## src/rtl/prbs_pkg.sv

```systemverilog
// prbs_pkg -- shared constants for the PRBS31 (x^31 + x^28 + 1) BERT datapath.
// Holds the controller state encoding, the LFSR length, tap indices,
// generator seed and the loss-of-lock block length.
package prbs_pkg;

  typedef enum logic [2:0] {
    ST_IDLE  = 3'd0,
    ST_SEED  = 3'd1,
    ST_SYNC  = 3'd2,
    ST_CHECK = 3'd3,
    ST_DONE  = 3'd4
  } state_t;

  localparam int PRBS31_LEN = 31;
  localparam int TAP_A      = 27;
  localparam int TAP_B      = 30;
  localparam int BLOCK_LEN  = 32;

  localparam logic [PRBS31_LEN-1:0] PRBS31_SEED = 31'd1;

endpackage

```

## src/rtl/prbs31_ref_lfsr.sv

```systemverilog
// prbs31_ref_lfsr -- 31-bit PRBS31 shift register shared by the checker
// reference and the wrapper-side generator.
// Ports:
//   clk, rst      clock, synchronous active-high reset (register clears to 0)
//   load, seed    load seed into the register (priority over shifting)
//   shift_en      advance one bit this cycle
//   rx_mode       1: shift in rx_bit (self-synchronise), 0: free-run on taps
//   rx_bit        received bit used in rx_mode
//   expected      next PRBS bit predicted from the current register
module prbs31_ref_lfsr
  import prbs_pkg::*;
(
  input  logic                  clk,
  input  logic                  rst,
  input  logic                  load,
  input  logic [PRBS31_LEN-1:0] seed,
  input  logic                  shift_en,
  input  logic                  rx_mode,
  input  logic                  rx_bit,
  output logic                  expected
);

  logic [PRBS31_LEN-1:0] lfsr_q;

  assign expected = lfsr_q[TAP_A] ^ lfsr_q[TAP_B];

  always_ff @(posedge clk) begin
    if (rst) begin
      lfsr_q <= '0;
    end else if (load) begin
      lfsr_q <= seed;
    end else if (shift_en) begin
      lfsr_q <= {lfsr_q[PRBS31_LEN-2:0], (rx_mode ? rx_bit : expected)};
    end
  end

endmodule

```

## src/rtl/prbs31_bert_ctrl.sv

```systemverilog
// prbs31_bert_ctrl -- PRBS31 bit-error-rate test controller.
// Sequences the external generator (seed load, run enable), locks a
// self-synchronising reference onto rx_bit, then counts checked bits and
// mismatches over a window of win_len bits (0 = continuous).
// Optional feature macro: PRBS_ERR_INJECT_EN adds inject / tx_flip.
// Ports:
//   clk, rst_n        clock; synchronous reset, active HIGH despite the name
//   start, abort      single-cycle control pulses (abort wins)
//   win_len           window length, sampled on start
//   rx_bit, rx_valid  received bit stream
//   gen_load, gen_en  generator seed-load pulse / run enable
//   locked, done      in CHECK / window complete (level)
//   state             IDLE=0 SEED=1 SYNC=2 CHECK=3 DONE=4
//   bit_cnt, err_cnt  checked bits / mismatches (err_cnt saturates)
//   inject, tx_flip   error injection request / one-cycle transmit flip
module prbs31_bert_ctrl
  import prbs_pkg::*;
#(
  parameter int WIN_W       = 16,
  parameter int ERR_W       = 16,
  parameter int LOSS_THRESH = 8
) (
  input  logic             clk,
  input  logic             rst_n,
  input  logic             start,
  input  logic             abort,
  input  logic [WIN_W-1:0] win_len,
  input  logic             rx_bit,
  input  logic             rx_valid,
`ifdef PRBS_ERR_INJECT_EN
  input  logic             inject,
  output logic             tx_flip,
`endif
  output logic             gen_load,
  output logic             gen_en,
  output logic             locked,
  output logic             done,
  output logic [2:0]       state,
  output logic [WIN_W-1:0] bit_cnt,
  output logic [ERR_W-1:0] err_cnt
);

  function automatic logic [ERR_W-1:0] sat_inc(input logic [ERR_W-1:0] v);
    return (&v) ? v : v + ERR_W'(1);
  endfunction

  state_t           state_q, state_d;
  logic [WIN_W-1:0] win_q;
  logic [4:0]       sync_cnt;
  logic [4:0]       blk_pos;
  logic [5:0]       blk_err;
  logic [5:0]       blk_err_inc;
  logic [WIN_W-1:0] bit_cnt_inc;
  logic             expected, shift_en, rx_mode;
  logic             chk_bit, mismatch, loss, win_end;

  assign state = state_q;

  prbs31_ref_lfsr u_ref (
    .clk      (clk),
    .rst      (rst_n),
    .load     (1'b0),
    .seed     (PRBS31_SEED),
    .shift_en (shift_en),
    .rx_mode  (rx_mode),
    .rx_bit   (rx_bit),
    .expected (expected)
  );

  always_comb begin
    rx_mode     = (state_q == ST_SYNC);
    shift_en    = rx_valid && !abort && (state_q == ST_SYNC || state_q == ST_CHECK);
    chk_bit     = rx_valid && !abort && (state_q == ST_CHECK);
    mismatch    = chk_bit && (rx_bit != expected);
    blk_err_inc = blk_err + {5'd0, mismatch};
    bit_cnt_inc = bit_cnt + WIN_W'(1);
    loss        = chk_bit && (blk_err_inc >= 6'(LOSS_THRESH));
    win_end     = chk_bit && (win_q != '0) && (bit_cnt_inc == win_q);

    state_d = state_q;
    if (abort) begin
      state_d = ST_IDLE;
    end else begin
      unique case (state_q)
        ST_IDLE:  if (start) state_d = ST_SEED;
        ST_SEED:  state_d = ST_SYNC;
        ST_SYNC:  if (rx_valid && sync_cnt == 5'(PRBS31_LEN - 1)) state_d = ST_CHECK;
        // window end outranks loss of lock on the same bit
        ST_CHECK: if (win_end) state_d = ST_DONE;
                  else if (loss) state_d = ST_SYNC;
        ST_DONE:  if (start) state_d = ST_SEED;
        default:  state_d = ST_IDLE;
      endcase
    end
  end

  always_ff @(posedge clk) begin
    if (rst_n) begin
      state_q  <= ST_IDLE;
      gen_load <= 1'b0;
      gen_en   <= 1'b0;
      locked   <= 1'b0;
      done     <= 1'b0;
      win_q    <= '0;
      bit_cnt  <= '0;
      err_cnt  <= '0;
      sync_cnt <= '0;
      blk_pos  <= '0;
      blk_err  <= '0;
    end else begin
      state_q  <= state_d;
      gen_load <= (state_d == ST_SEED);
      gen_en   <= (state_d == ST_SYNC) || (state_d == ST_CHECK);
      locked   <= (state_d == ST_CHECK);
      done     <= (state_d == ST_DONE);

      if (state_d == ST_SEED && state_q != ST_SEED) begin
        win_q    <= win_len;
        bit_cnt  <= '0;
        err_cnt  <= '0;
        sync_cnt <= '0;
        blk_pos  <= '0;
        blk_err  <= '0;
      end

      if (state_q == ST_SYNC && rx_valid && !abort)
        sync_cnt <= (state_d == ST_CHECK) ? 5'd0 : sync_cnt + 5'd1;

      if (chk_bit) begin
        bit_cnt <= bit_cnt_inc;
        if (mismatch) err_cnt <= sat_inc(err_cnt);
        if (state_d == ST_SYNC) begin
          blk_pos <= '0;
          blk_err <= '0;
        end else begin
          // blk_pos wraps naturally every 32 bits; errors restart per block
          blk_pos <= blk_pos + 5'd1;
          blk_err <= (blk_pos == 5'(BLOCK_LEN - 1)) ? 6'd0 : blk_err_inc;
        end
      end
    end
  end

`ifdef PRBS_ERR_INJECT_EN
  // a flip lasts one cycle; an inject seen while it is high is dropped
  always_ff @(posedge clk) begin
    if (rst_n) tx_flip <= 1'b0;
    else       tx_flip <= inject && !tx_flip && !abort && (state_q == ST_CHECK);
  end
`endif

endmodule

```

## config.mk

```make
export PLATFORM = sky130hd
export DESIGN_NAME = prbs31_bert_ctrl
export DESIGN_NICKNAME = d
export VERILOG_FILES = /design/src/rtl/prbs_pkg.sv /design/src/rtl/prbs31_ref_lfsr.sv /design/src/rtl/prbs31_bert_ctrl.sv
export SDC_FILE = /design/constraint.sdc
export NUM_CORES = 1
export LEC_CHECK = 0
export CAP_MARGIN = 15
export CORE_MARGIN = 1.5
export CORE_UTILIZATION = 42
export CTS_CLUSTER_SIZE = 12
export DETAILED_ROUTE_END_ITERATION = 8
export SLEW_MARGIN = 20
export SYNTH_ARGS = -nofsm -noshare
export SYNTH_HDL_FRONTEND = slang
export SYNTH_SLANG_ARGS = --single-unit
```

## constraint.sdc

```tcl
create_clock -name clk -period 4.3 [get_ports clk]
set_input_delay 0.86 -clock clk [delete_from_list [all_inputs] [get_ports clk]]
set_output_delay 0.86 -clock clk [all_outputs]
set_load 0.01 [all_outputs]
```

==> results of run 1 <==
==> routing by layer <==
layer  GRT usage, %  vias up  share of wire [%]
met5              0        -                  0
met1          25.18     2174                 47
met4          9.283        0                2.5
li1               -     2280                  -
met3          3.171       22                3.2
met2          32.35       84                 47
==> per-stage QoR <==
| stage | utilization [%] | power (W) |
|---|---|---|
| 5_1_grt | 51.67 | 0.001924 |
| 4_1_cts | 51.67 | 0.001877 |
| 3_3_place_gp | 49.16 | 0.001089 |
| 3_5_place_dp | 49.16 | 0.001090 |
| 6_report | 51.67 | 0.001861 |
| 2_1_floorplan | - | 0.001045 |
==> cell type report <==
type / instances / area, µm²
clock buffer: 11 / 242.7
clock inverter: 5 / 43.79
fill: 1107 / 5519
inverter: 8 / 30.03
multi-input combinational: 463 / 2691
sequential: 102 / 2042
tap: 143 / 178.9
timing repair buffer: 70 / 670.6
==> worst max-delay path, stage by stage <==
cell and delay (ns):
clkdlybuf4s50_1 0.41, nand2b_1 0.26, or3_1 0.44, inv_1 0.10
ha_1 0.17, ha_1 0.22, a311o_1 0.18, o21ai_0 0.08
a311oi_1 0.28, nor2_1 0.10, nor2_1 0.42, a211oi_2 0.21
a221o_1 0.33
==> cells by family (layout without fill, tap and decap cells) <==
group | after synthesis | after routing
flops | 102 | 102
buf+inv | 48 | 94
xor+xnor | 26 | 26
simple gates | 274 | 274
mux | 2 | 2
fa+ha+maj | 8 | 8
compound gates | 153 | 153
==> placed cells by master, fill, tap and decap left out, types with 5 or more instances in the layout <==
master / instances
a211o_1: 5
a211oi_1: 7
a21oi_1: 66
a22o_1: 5
a311oi_1: 10
a31oi_1: 11
and3_1: 11
buf_4: 10
clkbuf_16: 9
clkdlybuf4s50_1: 59
dfxtp_1: 102
ha_1: 8
inv_1: 8
nand2_1: 121
nand2b_1: 8
nand3_1: 20
nand3b_1: 6
nand4_1: 9
nor2_1: 38
nor3_1: 23
nor4_1: 8
o21ai_0: 19
or3_1: 7
xnor2_1: 21
==> sequential cells by signal (all words and copies together), names as in the netlist, 3 cells and up <==
register	cells
win_q	16
bit_cnt	16
sync_cnt	5
blk_pos	5
err_cnt	16
u_ref.lfsr_q	31
blk_err	6
state	3
==> power groups by stage <==
stage	registers [W]	logic, W	clock network [W]
after floorplan	0.000982	0.0000629	0
after global placement	0.000985	0.000104	0
after detailed placement	0.000985	0.000105	0
after CTS	0.000963	0.000106	0.000808
after global routing	0.000964	0.000115	0.000846
final	0.000963	0.000105	0.000793
==> final timing paths <==
path | startpoint | endpoint
min reg2reg | u_ref.lfsr_q[23] | u_ref.lfsr_q[24]
min | u_ref.lfsr_q[23] | u_ref.lfsr_q[24]
max reg2reg | state[0] | blk_err[5]
max | abort | blk_err[5]
==> impl_metrics.yaml, run 1 <==
die:
  pin_count: 61
  start_util_pct: 43.05
  fp.dieH_um: 111.2
  die-area_um2: 12360
  die_w_um: 111.2
  fp-row-count: 39
  core-area_um2: 11420
synth:
  synth-compound-area-share_pct: 20.31
  synth_cell_types: 63
  synth_edf_count: 0
  synthArstFlopShare_pct: 0
  synth_mux_area_share_pct: 0.4327
  syn_avg_cell_area_um2: 8.020
  syn_nets: 643
  synthTopCellsByCount: "nand2_1 (121), dfxtp_1 (102), a21oi_1 (66)"
  yosys.area_share.simple_pct: 26.83
  synth_largest_area_cell: "dfxtp_1"
  syn-cell-area_um2: 4916
  synth_area_leaders: "dfxtp_1 (42%), nand2_1 (9.2%), a21oi_1 (6.7%)"
  synth_top_family_by_area: "simple AND/OR/NAND/NOR gates"
  ys_seq_area_share_pct: 41.54
  synth_fa_ha_area_share_pct: 2.036
  post-synth-top-count-cell: "nand2_1"
  netlist.area_leader.share_pct: 41.54
  synth-seq-cells: 102
  yosysWarningCount: 0
  synth-xor-area-share_pct: 4.912
  synth_cells: 613
  synthFlopType: "dfxtp_1"
detailed_routing:
  vias_per_cell: 5.686
  antenna_left: 0
  drc: 0
  num_vias: 4560
  initialDrtViolationCount: 247
  wl_um: 12150
  drt_pass1_iterations: 5
  routedWlPerCell_um: 15.15
power_and_ir_drop:
  power_frac_seq_pct: 51.8
  leakage_nw: 1.975
  comb_power_share_pct: 5.6
  internal-power_w: 0.001412
  clkPwrFrac_pct: 42.6
  power_density_nw_per_um2: 315.4
  swShare_pct: 24.12
  vdd_drop_max_mv: 0.1707
  power_switching_w: 0.0004488
grt:
  antenna_found_initial: 0
  grt_pass1_vias: 4237
  grt_pass1_wl_um: 20050
  grtUsageTotal_pct: 19.66
  grt_overflow_total: 0
  grt_max_degree: 70
setup_path:
  rrSetupSlack_ns: 0.94
  worstSetupStartpointType: "primary input"
  cp.arrival_ns: 4.06
  crit_path_max_fanout: 8
  worst-r2r-cell-count: 12
  cp_data_required_time_ns: 4.54
  end_kind: "flop"
  crit_type: "primary input to flop"
clock_tree:
  cts-resized-gates: 0
  clk_latency_ns: 0.35
  clk_pin_slew_ns: 0.07
  cts-root-buf: "clkbuf_16"
  cts_sinks: 102
  post_cts_buffers: 0
  cts_max_level: 3
  numCtsBuffers: 9
  tritoncts: "done"
  clk_path_buf_depth: 2
  ctsHoldBuffers: 0
worst_hold_path:
  hp-class: "flop to flop"
  whs_path_depth: 2
place:
  hpwl_um: 8237
  port-buffer-count: 60
  dp.cells: 786
  globalplace.congestion: 0.8525
  place_area_um2: 5613
  pre_cts_slack_ns: 0.1415
layout:
  drive_gt1_share_pct: 6.829
  finalNetCount: 684
  area_growth_pct: 20.01
  final_cells: 802
  antenna_cells: 0
  fin_area_um2: 5899
timing:
  hold_violations: 0
  rsz0062_at_grt: "no"
  worst_slack_ns: 0.4743
  worstMarginPinSlew_ns: 0.8930
  hold_ws_ns: 0.4518
  maxSlewHeadroom_pct: 40.20
  fin_tns_setup_ns: 0
  finalClockSkew_ns: 0.005939
  setup_viol: 0
  drv_slew: 0
  fmax_mhz: 261.4
  fin_crit_ns: 3.826
  finalCritPeriodShare_pct: 88.97
run:
  max-cap-violations: 0
status:
  outcome: "finished, final reports clean"
Power figures use the tool's default switching activity.
==> inputs of run 2 (changes only) <==
CORE_UTILIZATION = 33   (was 42)
PLACE_DENSITY_LB_ADDON = 0.05   (was unset)
SETUP_SLACK_MARGIN = 0.02   (was unset)
==> impl_metrics.yaml, run 2 (synthesis results as in run 1) <==
timing:
  finalClockSkew_ns: 0.007016
  rsz0062_at_grt: "no"
  fin_crit_ns: 3.745
  worstMarginPinSlew_ns: 0.8080
  setup_viol: 0
  fmax_mhz: 267.0
  finalCritPeriodShare_pct: 87.10
  maxSlewHeadroom_pct: 45.69
  drv_slew: 0
  hold_violations: 0
  fin_tns_setup_ns: 0
layout:
  final_cells: 843
  regMostFlops: "u_ref.lfsr_q"
  antenna_cells: 0
  drive_gt1_share_pct: 6.980
  final_cell_mix: "nand2_1 (121), dfxtp_1 (102), a21oi_1 (66)"
  area_growth_pct: 21.86
  finalNetCount: 685
  final_common_cell: "nand2_1"
  final_core_util_pct: 41.22
  largest_reg_flops: 31
grt:
  grt_overflow_total: 0
  antenna_found_initial: 0
  grt_pass1_vias: 4249
  grt_pass1_wl_um: 21390
  grtUsageTotal_pct: 16.52
  grt_max_degree: 70
clock_tree:
  numCtsBuffers: 9
  cts-resized-gates: 0
  post_cts_buffers: 0
  cts_max_level: 3
  ctsHoldBuffers: 0
  clk_latency_ns: 0.35
  tritoncts: "done"
  cts_sinks: 102
  clk_path_buf_depth: 2
  clk_pin_slew_ns: 0.07
  cts-root-buf: "clkbuf_16"
detailed_routing:
  initialDrtViolationCount: 272
  antenna_left: 0
  drt_pass1_iterations: 4
  vias_per_cell: 5.351
  wl_um: 12790
  routedWlPerCell_um: 15.17
  drc: 0
  num_vias: 4511
worst_hold_path:
  whs_path_depth: 2
  hold_start: "u_ref.lfsr_q[0]"
  hold_path_end: "u_ref.lfsr_q[1]"
  hp-class: "flop to flop"
setup_path:
  worst-r2r-cell-count: 12
  reg2reg_from: "state[0]"
  crit_path_max_fanout: 8
  crit_start: "rx_bit"
  rrSetupSlack_ns: 0.96
  end_kind: "flop"
  cp.arrival_ns: 3.98
  worstSetupStartpointType: "primary input"
  reg2reg_to: "blk_err[5]"
  crit_type: "primary input to flop"
  cp_data_required_time_ns: 4.53
power_and_ir_drop:
  vdd_drop_max_mv: 0.2133
  leakage_nw: 1.998
  power_density_nw_per_um2: 325.5
die:
  die_w_um: 125.1
  core-area_um2: 14530
  start_util_pct: 33.82
  die-area_um2: 15640
  pin_count: 61
  fp.dieH_um: 125.1
  fp-row-count: 44
place:
  port-buffer-count: 60
  globalplace.congestion: 0.8501
  hpwl_um: 8645
  dp.cells: 828
status:
  outcome: "finished, final reports clean"
run:
  max-cap-violations: 0
[run 2: cell count changes in the layout (fill, tap and decap cells not counted)]
cell / previous run / this run
bufinv_16: 0 / 2
inv_6: 0 / 2
clkbuf_8: 1 / 0
clkinv_4: 2 / 1
clkinvlp_4: 2 / 1
buf_4: 10 / 11
inv_8: 1 / 0
clkbuf_1: 1 / 0
[run 2: final cells by class]
class                   count  area, µm²
fillers                  1499       8543
inverters                   8      30.03
flip-flops and latches    102       2042
multi-input cells         463       2691
clock buffers               9      225.2
clock inverters             6      93.84
well taps                 184      230.2
repair buffers             71      678.2
[run 2: per-layer routing]
metal  global-route usage, %  wire length, µm  vias to the layer above
met4                   3.610               78                        0
met5                       0                0                        -
met1                   22.45             6354                     2153
li1                        -                -                     2278
met2                   26.20             5851                       74
met3                   4.621              502                        6
[run 2: stage by stage]
step | total power, W | setup slack, ns | area, µm² | hold WS, ns
6_report | 0.001950 | 0.5547 | 5991 | 0.4495
5_1_grt | 0.002033 | 0.3657 | 5991 | 0.4728
4_1_cts | 0.001987 | 0.6124 | 5991 | 0.4517
3_5_place_dp | 0.001094 | 0.2487 | 5672 | 0.4444
3_3_place_gp | 0.001093 | 0.2947 | 5672 | 0.4366
2_1_floorplan | 0.001045 | 0.5609 | 4916 | 0.4321
[run 2: worst max-delay path by stage]
stage                 end  slack (ns)  cells after the start
2_1_floorplan  blk_err[5]        0.56                     13
3_3_place_gp   blk_err[5]        0.29                     13
6_report       blk_err[5]        0.55                     13
4_1_cts        blk_err[5]        0.61                     13
5_1_grt        blk_err[5]        0.37                     13
3_5_place_dp   blk_err[5]        0.25                     13
[run 2: worst max-delay path, stage by stage]
cell and delay (ns):
clkdlybuf4s50_1 0.49, xnor3_1 0.21, or3_1 0.33, inv_1 0.10, ha_1 0.17, ha_1 0.21
a311o_1 0.17, o21ai_0 0.07, a311oi_1 0.27, nor2_1 0.12, nor2_1 0.42, a211oi_2 0.22
a221o_1 0.32
[run 2: power breakdown]
group	total, W	internal, W	switching [W]
clock	0.000879	0.000512	0.000367
sequential	0.000963	0.000953	0.0000104
combinational	0.000108	0.0000449	0.0000631
==> inputs of run 3 (changes only) <==
--- a/config.mk
+++ b/config.mk
@@ -14,2 +14,3 @@
 export SETUP_SLACK_MARGIN = 0.02
+export SKIP_LAST_GASP = 1
 export SLEW_MARGIN = 20
@@ -17,2 +18,3 @@
 export SYNTH_HDL_FRONTEND = slang
+export SYNTH_HIERARCHICAL = 1
 export SYNTH_SLANG_ARGS = --single-unit
==> constraint.sdc (replaced) <==
create_clock -name clk -period 4.3 [get_ports clk]
set_input_delay 0.43 -clock clk [delete_from_list [all_inputs] [get_ports clk]]
set_output_delay 0.43 -clock clk [all_outputs]
set_load 0.01 [all_outputs]
==> impl_metrics.yaml, run 3 <==
synth:
  syn-cell-area_um2: 5762
  syn_avg_cell_area_um2: 9.131
  ys_seq_area_share_pct: 35.44
  synth_edf_count: 0
  post-synth-top-count-cell: "dfxtp_1"
  synth-seq-cells: 102
  synth_largest_area_cell: "dfxtp_1"
  synth_cell_types: 68
  netlist.area_leader.share_pct: 35.44
  synth_area_leaders: "dfxtp_1 (35%), mux2_4 (7.6%), a21oi_2 (4.6%)"
  synthArstFlopShare_pct: 0
  synthTopCellsByCount: "dfxtp_1 (102), nand2_1 (70), nor2_1 (48)"
  synthFlopType: "dfxtp_1"
  yosysWarningCount: 6
  synth_cells: 631
setup_path:
  endpoint: "blk_err[3]"
  cpLargestDelayFamily: "compound AO/OA/AOI/OAI gates"
  end_kind: "flop"
  crit_top_cell: "ha_1"
  reg2reg_to: "blk_err[3]"
  path_buf_inv: 3
  crit_cells: 14
  crit_path_max_incr_delay_ns: 0.59
  crit_type: "primary input to flop"
  cp_cell_sequence: "clkdlybuf4s50_1 -> nor2b_1 -> nand3_1 -> clkinv_1 -> ha_1 -> ha_1 -> nand2b_1 -> mux2_4 -> o311a_1 -> o21ai_4 -> nor4_1 -> buf_4 -> a2111oi_0 -> a221o_1"
  crit_path_max_fanout: 7
  worstSetupStartpointType: "primary input"
  cp_data_required_time_ns: 4.60
  critPathSlowestCell: "clkdlybuf4s50_1"
  rrSetupSlack_ns: 0.84
  reg2reg_from: "bit_cnt[0]"
  crit_start: "abort"
  cp.arrival_ns: 3.76
  worst-r2r-cell-count: 8
layout:
  largest_reg_flops: 31
  antenna_cells: 0
  fin_area_um2: 6910
  final_cell_mix: "dfxtp_1 (102), nand2_1 (70), clkdlybuf4s50_1 (59)"
  regMostFlops: "u_ref/lfsr_q"
  multiInputGateArea_um2: 3541
  final_core_util_pct: 40.23
  final_common_cell: "dfxtp_1"
  area_growth_pct: 19.93
  finalNetCount: 733
  register_area_um2: 2042
  fillCellCount: 1749
  drive_gt1_share_pct: 20.06
timing:
  fin_tns_setup_ns: 0
  hold_violations: 0
  maxSlewHeadroom_pct: 53.89
  hold_ws_ns: 0.4929
  drv_slew: 0
  worst_slack_ns: 0.8425
  setup_viol: 0
  finalCritPeriodShare_pct: 80.41
  fmax_mhz: 289.2
  worstMarginPinSlew_ns: 0.6917
  fin_crit_ns: 3.458
  finalClockSkew_ns: 0.006987
  rsz0062_at_grt: "no"
detailed_routing:
  antenna_left: 0
  vias_per_cell: 5.075
  drt_pass1_iterations: 4
  num_vias: 4735
  routedWlPerCell_um: 15.50
  wl_um: 14460
  initialDrtViolationCount: 319
  drc: 0
clock_tree:
  post_cts_buffers: 0
  clk_pin_slew_ns: 0.07
  clk_path_buf_depth: 2
  cts-root-buf: "clkbuf_16"
  cts_sinks: 102
  cts-resized-gates: 0
  tritoncts: "done"
  clk_latency_ns: 0.35
  ctsHoldBuffers: 0
  numCtsBuffers: 9
  cts_max_level: 3
place:
  port-buffer-count: 60
  hpwl_um: 9768
  pre_cts_slack_ns: 0.5485
  place_area_um2: 6575
  globalplace.congestion: 0.8087
status:
  outcome: "finished, final reports clean"
grt:
  grt_overflow_total: 0
  use_met3_pct: 3.928
  grt_max_degree: 54
  grt-busiest-layer: "met2"
  grt_util_met2_pct: 28.68
  grt_pass1_wl_um: 23580
  grtUsageMet1_pct: 20.19
  antenna_found_initial: 0
  grt_pass1_vias: 4590
  grtUsageTotal_pct: 16.37
worst_hold_path:
  hold_start: "blk_pos[4]"
  hp-class: "flop to flop"
die:
  pin_count: 61
  fp-row-count: 48
  core-area_um2: 17180
  die-area_um2: 18260
  fp.dieH_um: 135.1
  start_util_pct: 33.54
  die_w_um: 135.1
run:
  max-cap-violations: 0
power_and_ir_drop:
  power_density_nw_per_um2: 304.5
  leakage_nw: 2.546
  vdd_drop_max_mv: 0.1989
-- run 3: cells by family after synthesis --
group	after synthesis	synth area share [%]
simple gates	261	24.41
compound gates	132	17.61
flops	102	35.44
mux	52	11.66
buf+inv	49	5.190
xor+xnor	24	3.648
fa+ha+maj	9	1.911
other cells	2	0.1303
-- run 3: stage by stage --
step	instances	total power [W]
after global routing	933	0.002192
after detailed placement	917	0.001198
after CTS	933	0.002140
after floorplan	661	0.001151
final	933	0.002104
after global placement	917	0.001196
-- run 3: how the worst min path moves through the flow --
stage                       endpoint  slack, ns  cells after the start
final                     blk_pos[4]       0.49                      1
after global placement    blk_pos[4]       0.47                      1
after floorplan           blk_err[0]       0.46                      1
after global routing      blk_err[0]       0.51                      1
after detailed placement  blk_pos[4]       0.48                      1
after CTS                 blk_pos[4]       0.50                      1
-- run 3: area by class of cell --
type / count / share of cell area (%)
clock buffers: 13 / 3.911
clock inverters: 3 / 0.9415
inverters: 10 / 0.5432
multi-input cells: 510 / 51.24
flip-flops and latches: 102 / 29.55
well taps: 225 / 4.074
repair buffers: 70 / 9.741
-- run 3: per-layer routing --
| metal | vias up | share of wire (%) |
|---|---|---|
| li1 | 2384 | - |
| met5 | - | 0 |
| met4 | 0 | 0.89 |
| met2 | 78 | 49 |
| met3 | 11 | 3.5 |
| met1 | 2262 | 47 |
-- run 3: power by group --
group	internal, W	total [W]	leakage, nW	switching, W
Sequential	0.000969	0.000990	0.829	0.0000203
Combinational	0.0000884	0.000191	1.55	0.000102
Clock	0.000558	0.000923	0.166	0.000366
